===== src/rtl/message_input_parser_pkg.sv =====
// Shared message codes, parser state type and sizing helper for the host
// message input parser and its measurement compactor.
package message_input_parser_pkg;

   localparam logic [7:0] START_DECODING_MSG      = 8'h01;
   localparam logic [7:0] MEASUREMENT_DATA_HEADER = 8'h02;

   typedef enum logic [1:0] {
      WAIT_START,
      IDLE,
      LOAD,
      HOLD
   } parser_state_e;

   // Number of whole bytes needed to carry one round of PU bits.
   function automatic int bytes_for_bits(input int bits);
      return (bits + 7) / 8;
   endfunction

endpackage


===== src/rtl/message_input_parser_compactor.sv =====
// Purely combinational repacking of a byte-padded frame into a dense
// syndrome vector: each round's pad bits are dropped.
module measurement_compactor
   import message_input_parser_pkg::*;
#(
   parameter int GRID_WIDTH_X = 3,
   parameter int GRID_WIDTH_Z = 2,
   parameter int GRID_WIDTH_U = 3,
   localparam int PU_PER_ROUND = GRID_WIDTH_X * GRID_WIDTH_Z,
   localparam int ROUND_BITS   = bytes_for_bits(PU_PER_ROUND) * 8,
   localparam int PADDED_BITS  = ROUND_BITS * GRID_WIDTH_U,
   localparam int PU_COUNT     = PU_PER_ROUND * GRID_WIDTH_U
) (
   input  logic [PADDED_BITS-1:0] padded,
   output logic [PU_COUNT-1:0]    packed_meas
);

   // Walk every padded bit so pad positions are visibly consumed and skipped.
   always_comb begin
      packed_meas = '0;
      for (int unsigned b = 0; b < PADDED_BITS; b++) begin
         if ((b % ROUND_BITS) < PU_PER_ROUND) begin
            packed_meas[(b / ROUND_BITS) * PU_PER_ROUND + (b % ROUND_BITS)] = padded[b];
         end
      end
   end

endmodule


===== src/rtl/message_input_parser.sv =====
// Host byte-stream parser: waits for a start command, then collects
// header-prefixed measurement frames and presents them compacted.
module message_input_parser
   import message_input_parser_pkg::*;
#(
   parameter int GRID_WIDTH_X = 3,
   parameter int GRID_WIDTH_Z = 2,
   parameter int GRID_WIDTH_U = 3,
   localparam int PU_PER_ROUND = GRID_WIDTH_X * GRID_WIDTH_Z,
   localparam int PU_COUNT     = PU_PER_ROUND * GRID_WIDTH_U
) (
   input  logic                clk,
   input  logic                reset,
   input  logic [7:0]          input_data,
   input  logic                input_valid,
   output logic                input_ready,
   output logic                start_pulse,
   output logic [PU_COUNT-1:0] measurements,
   output logic                measurements_valid,
   input  logic                measurements_ready,
   output logic [7:0]          error_count
);

   localparam int BYTES_PER_ROUND = bytes_for_bits(PU_PER_ROUND);
   localparam int FRAME_BYTES     = BYTES_PER_ROUND * GRID_WIDTH_U;
   localparam int PADDED_BITS     = FRAME_BYTES * 8;
   localparam int CNT_W           = $clog2(FRAME_BYTES + 1);
   localparam logic [CNT_W-1:0] LAST_BYTE = CNT_W'(FRAME_BYTES - 1);

   parser_state_e          state_q, state_d;
   logic [CNT_W-1:0]       byte_cnt_q, byte_cnt_d;
   logic [PADDED_BITS-1:0] padded_q, padded_d;
   logic [PU_COUNT-1:0]    meas_q, meas_d;
   logic                   start_pulse_q, start_pulse_d;
   logic [7:0]             error_count_q, error_count_d;
   logic [PU_COUNT-1:0]    compacted;
   logic                   accept;

   assign input_ready        = (state_q != HOLD);
   assign measurements_valid = (state_q == HOLD);
   assign accept             = input_valid && input_ready;

   // Buffer update is split out so the compactor sees the frame including
   // the byte landing this cycle, letting measurements register at t+1.
   always_comb begin
      padded_d = padded_q;
      if (accept && state_q == LOAD) begin
         padded_d[{byte_cnt_q, 3'b000} +: 8] = input_data;
      end
   end

   measurement_compactor #(
      .GRID_WIDTH_X (GRID_WIDTH_X),
      .GRID_WIDTH_Z (GRID_WIDTH_Z),
      .GRID_WIDTH_U (GRID_WIDTH_U)
   ) u_compactor (
      .padded      (padded_d),
      .packed_meas (compacted)
   );

   always_comb begin
      state_d       = state_q;
      byte_cnt_d    = byte_cnt_q;
      meas_d        = meas_q;
      start_pulse_d = 1'b0;
      error_count_d = error_count_q;
      unique case (state_q)
         WAIT_START: begin
            if (accept) begin
               if (input_data == START_DECODING_MSG) begin
                  state_d       = IDLE;
                  start_pulse_d = 1'b1;
               end else if (error_count_q != 8'hFF) begin
                  error_count_d = error_count_q + 8'd1;
               end
            end
         end
         IDLE: begin
            if (accept) begin
               if (input_data == MEASUREMENT_DATA_HEADER) begin
                  state_d    = LOAD;
                  byte_cnt_d = '0;
               end else if (input_data == START_DECODING_MSG) begin
                  start_pulse_d = 1'b1;
               end else if (error_count_q != 8'hFF) begin
                  error_count_d = error_count_q + 8'd1;
               end
            end
         end
         LOAD: begin
            if (accept) begin
               byte_cnt_d = byte_cnt_q + 1'b1;
               if (byte_cnt_q == LAST_BYTE) begin
                  state_d = HOLD;
                  meas_d  = compacted;
               end
            end
         end
         HOLD: begin
            if (measurements_ready) begin
               state_d = IDLE;
            end
         end
         default: state_d = WAIT_START;
      endcase
   end

   always_ff @(posedge clk) begin
      if (reset) begin
         state_q       <= WAIT_START;
         byte_cnt_q    <= '0;
         padded_q      <= '0;
         meas_q        <= '0;
         start_pulse_q <= 1'b0;
         error_count_q <= '0;
      end else begin
         state_q       <= state_d;
         byte_cnt_q    <= byte_cnt_d;
         padded_q      <= padded_d;
         meas_q        <= meas_d;
         start_pulse_q <= start_pulse_d;
         error_count_q <= error_count_d;
      end
   end

   assign start_pulse  = start_pulse_q;
   assign measurements = meas_q;
   assign error_count  = error_count_q;

endmodule


===== config.mk =====
export PLATFORM = sky130hd
export DESIGN_NAME = message_input_parser
export DESIGN_NICKNAME = d
export VERILOG_FILES = /design/src/rtl/message_input_parser_pkg.sv /design/src/rtl/message_input_parser_compactor.sv /design/src/rtl/message_input_parser.sv
export SDC_FILE = /design/constraint.sdc
export NUM_CORES = 1
export LEC_CHECK = 0
export ABC_CLOCK_PERIOD_IN_PS = 1700
export CORE_MARGIN = 8
export CORE_UTILIZATION = 45
export CTS_CLUSTER_SIZE = 20
export DETAILED_ROUTE_END_ITERATION = 6
export HOLD_SLACK_MARGIN = 0.1
export PLACE_DENSITY = 0.84
export SYNTH_ARGS = -nofsm -noshare
export SYNTH_HDL_FRONTEND = slang
export SYNTH_SLANG_ARGS = --single-unit

===== constraint.sdc =====
create_clock -name clk -period 1.7 [get_ports clk]
set_input_delay 0.34 -clock clk [delete_from_list [all_inputs] [get_ports clk]]
set_output_delay 0.34 -clock clk [all_outputs]
set_load 0.01 [all_outputs]

== Word-level counts from Yosys, hierarchy flattened ==
Index checks and enable logic that the tools add are counted.
Widths: inputs -> output; s select.
Storage, ports and cells
  register bits: 55
  output and inout port bits: 29
  memories: 0
  latch bits: 0
  ROM bits: 0
  RAM bits: 0
  logic and storage cells: 62
Operators by class
  div/mod/pow operators: 0
  add/subtract/negate cells: 3
  mux-type cells: 25
  bitwise operators: 0
  magnitude comparators: 0
  multiply operators: 0
  equal/unequal tests: 16
  shifts and indexed selects: 2
  reductions and logical operators: 9
Operators by type and width (number)
  $mux 8: 5
  $bwmux 24: 1
  $shift 8x7->24 const A: 1
  $shiftx 8x7->24: 1
  $mux 22: 1
  $mux 2: 10
  $pmux 8 s2: 1
  $ne 2x2->1 const B: 7
  $add 8x1->8 const B: 1
  $eq 8x1->1 const B: 1
  $eq 8x2->1 const B: 1
  $ne 8x8->1 const B: 1
  $pmux 2 s4: 1
  $reduce_and 4->1: 2
  $neg 5->7: 1
  $reduce_and 7->1: 1
  $eq 2x2->1 const B: 3
  $mux 1: 4
  $ne 2x1->1 const B: 2
  $pmux 2 s2: 1
  $reduce_bool 2->1: 2
  $reduce_and 3->1: 1
  $add 2x1->2 const B: 1
  $eq 2x1->1 const B: 1
  other kinds (3): 4

== Logic depth before layout (Yosys ltp) ==
  depth after elaboration: 6
  gate-level depth with buffers: 8
  mapped depth without buffers: 7

== By module ==
From an unflattened synthesis, not the netlist that was laid out.
Unflattened totals
  cell total of the unflattened synthesis: 323
  area, all modules: 2541.2 um2
Modules (own cells, without submodules)
  message_input_parser: times used 1, area each 2406.1 um2, cells an instance 305, sequential area each 1101.1 um2
  measurement_compactor: times used 1, area each 135.1 um2, cells an instance 18, sequential area each 0.0 um2

== Least setup slack after synthesis ==
No wires, ideal clock.
  kind: register to register
  from: register byte_cnt_q[0]
  to: register meas_q[16], in the netlist measurements[16]
  arrival: 1.699 ns
  setup slack: -0.084 ns
  setup time: 0.086 ns
  period minus slack after synthesis: 1.784 ns
  cell stages (with the launch flop): 7
  data required time: 1.614 ns
  path buffers: 0
  path through: dfxtp_1 inv_1 ha_1 nor4b_1 and3_2 a21oi_1 a211oi_1
On the way
  longest elaborated chain between the ends: 4
RTL lines
  start, declared: RTL line message_input_parser.sv:31  | logic [CNT_W-1:0] byte_cnt_q, byte_cnt_d;
  start signal, assigned: RTL line message_input_parser.sv:118  | byte_cnt_q <= byte_cnt_d;
  $neg 5->7: RTL line message_input_parser.sv:48  | padded_d[{byte_cnt_q, 3'b000} +: 8] = input_data;
  $shiftx 8x7->24 or $shift 8x7->24 (tied branches): RTL line message_input_parser.sv:48
  $bwmux 24: RTL line message_input_parser.sv:48
  $mux 22: RTL line message_input_parser.sv:47  | if (accept && state_q == LOAD) begin
  end signal, assigned: RTL line message_input_parser.sv:120  | meas_q <= meas_d;
  end, declared: RTL line message_input_parser.sv:33  | logic [PU_COUNT-1:0] meas_q, meas_d;
Several ways; a longest one is shown, not always the timed one.
A chain may end at the register's enable or synchronous reset.

== Final worst setup path ==
  from: register state_q[0]
  to: register error_count_q[7], in the netlist error_count[7]
On the way
  longest elaborated chain between the ends: 4
RTL lines
  start, declared: RTL line message_input_parser.sv:30  | parser_state_e state_q, state_d;
  start signal, assigned: RTL line message_input_parser.sv:117  | state_q <= state_d;
  $ne 2x2->1: RTL line message_input_parser.sv:39  | assign input_ready = (state_q != HOLD);
  $logic_and 1x1->1: RTL line message_input_parser.sv:41  | assign accept = input_valid && input_ready;
  $ne 2x2->1 (no source line)
  $reduce_and 4->1 (no source line)
  end signal, assigned: RTL line message_input_parser.sv:122  | error_count_q <= error_count_d;
  end, declared: RTL line message_input_parser.sv:35  | logic [7:0] error_count_q, error_count_d;
Several ways; a longest one is shown, not always the timed one.

==> results.py <==
metrics = {
    "drt": {
        "drt-wirelength-per-cell_um": 15.7,
        "via_per_inst": 5.46,
        "route.vias.total": 1978,
        "number_of_drc_violations_after_detailed_routing_iteration_0": 122,
        "firstDrtPassIters": 4,
        "wirelength_um": 5680,
        "final_antenna_net_count": 0,
        "drt_drc_violations_left": 0,
    },
    "floorplanning": {
        "die_height_um": 85.3,
        "floorplan.rows": 25,
        "core_area_um2": 4690,
        "initial_core_util_pct": 46.1,
        "floorplan.die.width_um": 85.3,
        "die_outline_area_um2": 7280,
        "pin_count": 41,
    },
    "sta": {
        "tightestPinTransition_ns": 0.298,
        "rsz_0062_raised_after_global_routing": "yes",
        "slew_headroom_pct": 80.1,
        "hold_viol_final": 0,
        "period_share_pct": 99.3,
        "final_period_minus_worst_setup_slack_ns": 1.69,
        "achievable-frequency_mhz": 592,
        "postLayoutSetupSlackWorst_ns": 0.0113,
        "timing.final.max_slew_violations": 0,
        "setup_violations": 0,
        "worst_clock_skew_ns": 0.00388,
    },
    "clock_tree": {
        "clock_sink_count": 49,
        "htree_levels": 2,
        "max-clock-path-buffers": 2,
        "number_of_clock_buffers_inserted_by_tritoncts": 5,
        "insertion_delay_ns": 0.30,
        "tritoncts": "done",
        "cts.clk_slew.worst_paths_ns": 0.09,
        "cts_root_buffer": "sky130_fd_sc_hd__clkbuf_8",
    },
    "finish": {
        "syn2layout_area_growth_pct": 42.6,
        "finalCoreUtilization_pct": 65.8,
        "postLayoutCellArea_um2": 3090,
        "antenna_cells": 0,
        "final_cells": 362,
        "final_layout_size_suffix_gt1_share_pct": 26.6,
        "num-nets-final": 330,
    },
    "logic_synthesis": {
        "post_synthesis_compound_gate_area_fraction_pct": 17.2,
        "synth_edf_count": 0,
        "synth-xor-area-share_pct": 1.21,
        "yosys-top-cells-area": "sky130_fd_sc_hd__dfxtp_1 (45%), sky130_fd_sc_hd__nor2_1 (7.3%), sky130_fd_sc_hd__ha_1 (6.4%), sky130_fd_sc_hd__a211oi_1 (6.2%), sky130_fd_sc_hd__and3_1 (5.8%)",
        "yosysTopAreaCell": "sky130_fd_sc_hd__dfxtp_1",
        "synthSimpleGateAreaFrac_pct": 25.2,
        "asyncSetResetFlopFracSynth_pct": 0,
        "syn-mean-instance-area_um2": 9.28,
        "synth_adder_area_share_pct": 6.36,
        "synthesized_net_count": 256,
        "synth.top_cell.area_share_pct": 45.3,
        "number_of_unique_standard_cell_types_used_by_synthesis": 42,
        "yosysWarnings": 0,
        "ys_seq_elements": 49,
        "synthesis.instances": 233,
        "synthMuxAreaShare_pct": 1.45,
        "synth_seq_area_share_pct": 45.3,
        "synthesis.area_um2": 2160,
        "most_repeated_cell_in_the_gate_level_netlist_after_synthesis": "sky130_fd_sc_hd__dfxtp_1",
        "ys_top_cells_by_count": "sky130_fd_sc_hd__dfxtp_1 (49), sky130_fd_sc_hd__nor2_1 (42), sky130_fd_sc_hd__a21oi_1 (23)",
        "dominant_combinational_cell_family_by_area_after_synthesis": "simple AND/OR/NAND/NOR gates",
        "synthFlopType": "sky130_fd_sc_hd__dfxtp_1",
    },
    "outcome": {
        "run_status": "complete, no violations",
    },
    "global_routing": {
        "grt_start_max_net_pins": 35,
        "grt_remaining_overflow": 0,
        "groute.usage.overall_pct": 15.5,
        "grt_pass1_wl_um": 9160,
        "grt_pass1_vias": 1973,
        "initial_antenna_violation_count": 0,
    },
    "pwr": {
        "power_mw": 2.14,
        "powerDensity_nw_per_um2": 693,
        "maximum_resistive_drop_on_vdd_v": 0.000348,
        "power.static_leakage_nw": 1.24,
    },
    "setup_path": {
        "worstPathRequired_ns": 1.95,
        "type_of_element_capturing_the_critical_path": "flop",
        "critical_path.max_fanout": 8,
        "worst_setup_path_start_kind": "flop",
        "critPathKind": "flop to flop",
        "signal_arrival_time_at_the_worst_endpoint_ns": 1.94,
    },
    "placement": {
        "dpl.cell_count": 346,
        "number_of_buffer_cells_added_on_primary_ports": 40,
        "placed_area_um2": 2830,
        "pre_cts_slack_ns": -0.427,
        "detailed_place_hpwl_um": 3830,
        "gpl.final_weighted_congestion": 0.836,
    },
    "flow_run": {
        "cap_viol_max_count": 0,
    },
    "worst_hold_path": {
        "hold_path.class": "flop to flop",
    },
}
==> cell families after synthesis <==
kind of cell	count (synthesis)
buffers and inverters	17
XOR/XNOR	3
multiplexers	3
adder cells (fa/ha/maj)	11
AO/OA/AOI/OAI	53
AND/OR/NAND/NOR	97
flip-flops	49
==> state kept, by name, indices dropped and copies added (netlist names) <==
name	cells
byte_cnt_q	2
state_q	2
error_count	8
measurements	18
start_pulse	1
padded_q	18
==> metal layers <==
metal	global-route usage, %	routed length, um
met5	0	0
met4	5.10	85
met3	5.31	296
met2	27.1	2930
met1	17.3	2360
==> cells in the final DEF (no fill, tap or decap), types with 4 or more instances in the layout <==
cell type                         synthesis  final
sky130_fd_sc_hd__inv_1                    6      5
sky130_fd_sc_hd__nand3_1                  7      7
sky130_fd_sc_hd__a21oi_1                 23     21
sky130_fd_sc_hd__and3_2                   3      4
sky130_fd_sc_hd__clkdlybuf4s50_1          0     28
sky130_fd_sc_hd__nor2_1                  42     42
sky130_fd_sc_hd__a211oi_1                18     16
sky130_fd_sc_hd__dfxtp_1                 49     44
sky130_fd_sc_hd__buf_4                    0     36
sky130_fd_sc_hd__clkbuf_8                 0      6
sky130_fd_sc_hd__dlygate4sd2_1            0     10
sky130_fd_sc_hd__dfxtp_2                  0      5
sky130_fd_sc_hd__and3_1                  20     18
sky130_fd_sc_hd__ha_1                    11      8
==> worst paths after layout <==
| check | start | endpoint | slack [ns] | cells after the start |
|---|---|---|---|---|
| max | state_q[0] | error_count[7] | 0.01 | 6 |
| min | padded_q[8] | padded_q[8] | 0.48 | 2 |
| max reg2reg | state_q[0] | error_count[7] | 0.01 | 6 |
| min reg2reg | padded_q[8] | padded_q[8] | 0.48 | 2 |
==> final cells by class <==
class                   count  area, um^2
repair buffers             78         694
well taps                  54        67.6
clock inverters             2        13.8
multi-input cells         167        1220
fillers                   377        1610
inverters                   6        22.5
flip-flops and latches     49         987
clock buffers               6        82.6
==> report_power, final <==
| group | leakage (nW) | internal [mW] | switching, mW |
|---|---|---|---|
| Clock | 0.0512 | 0.330 | 0.389 |
| Combinational | 0.791 | 0.127 | 0.125 |
| Sequential | 0.397 | 1.16 | 0.0105 |
| Total | 1.24 | 1.61 | 0.524 |
==> metrics by stage <==
stage	hold slack [ns]	TNS, ns
3_5_place_dp	0.467	-12.39
2_1_floorplan	0.445	0
4_1_cts	0.487	0
3_3_place_gp	0.457	-10.11
6_report	0.483	0
5_1_grt	0.524	-0.203
==> timing repair <==
| action | in CTS | in global routing |
|---|---|---|
| gates cloned | 1 | 0 |
| buffers inserted | 3 | 4 |
| gates resized for setup | 18 | 23 |
| pin swaps | 3 | 9 |
| endpoints found under the setup margin | 22 | 33 |
| hold buffers | 0 | 0 |
==> worst max-delay path: stages, from the launching register on <==
cell and delay, ns:
sky130_fd_sc_hd__dfxtp_2 0.37, sky130_fd_sc_hd__buf_4 0.12, sky130_fd_sc_hd__ha_2 0.23, sky130_fd_sc_hd__o21a_1 0.22, sky130_fd_sc_hd__nand3_4 0.14, sky130_fd_sc_hd__or4_4 0.44, sky130_fd_sc_hd__a21oi_2 0.11
No activity file was read; power rests on OpenSTA's default activity.
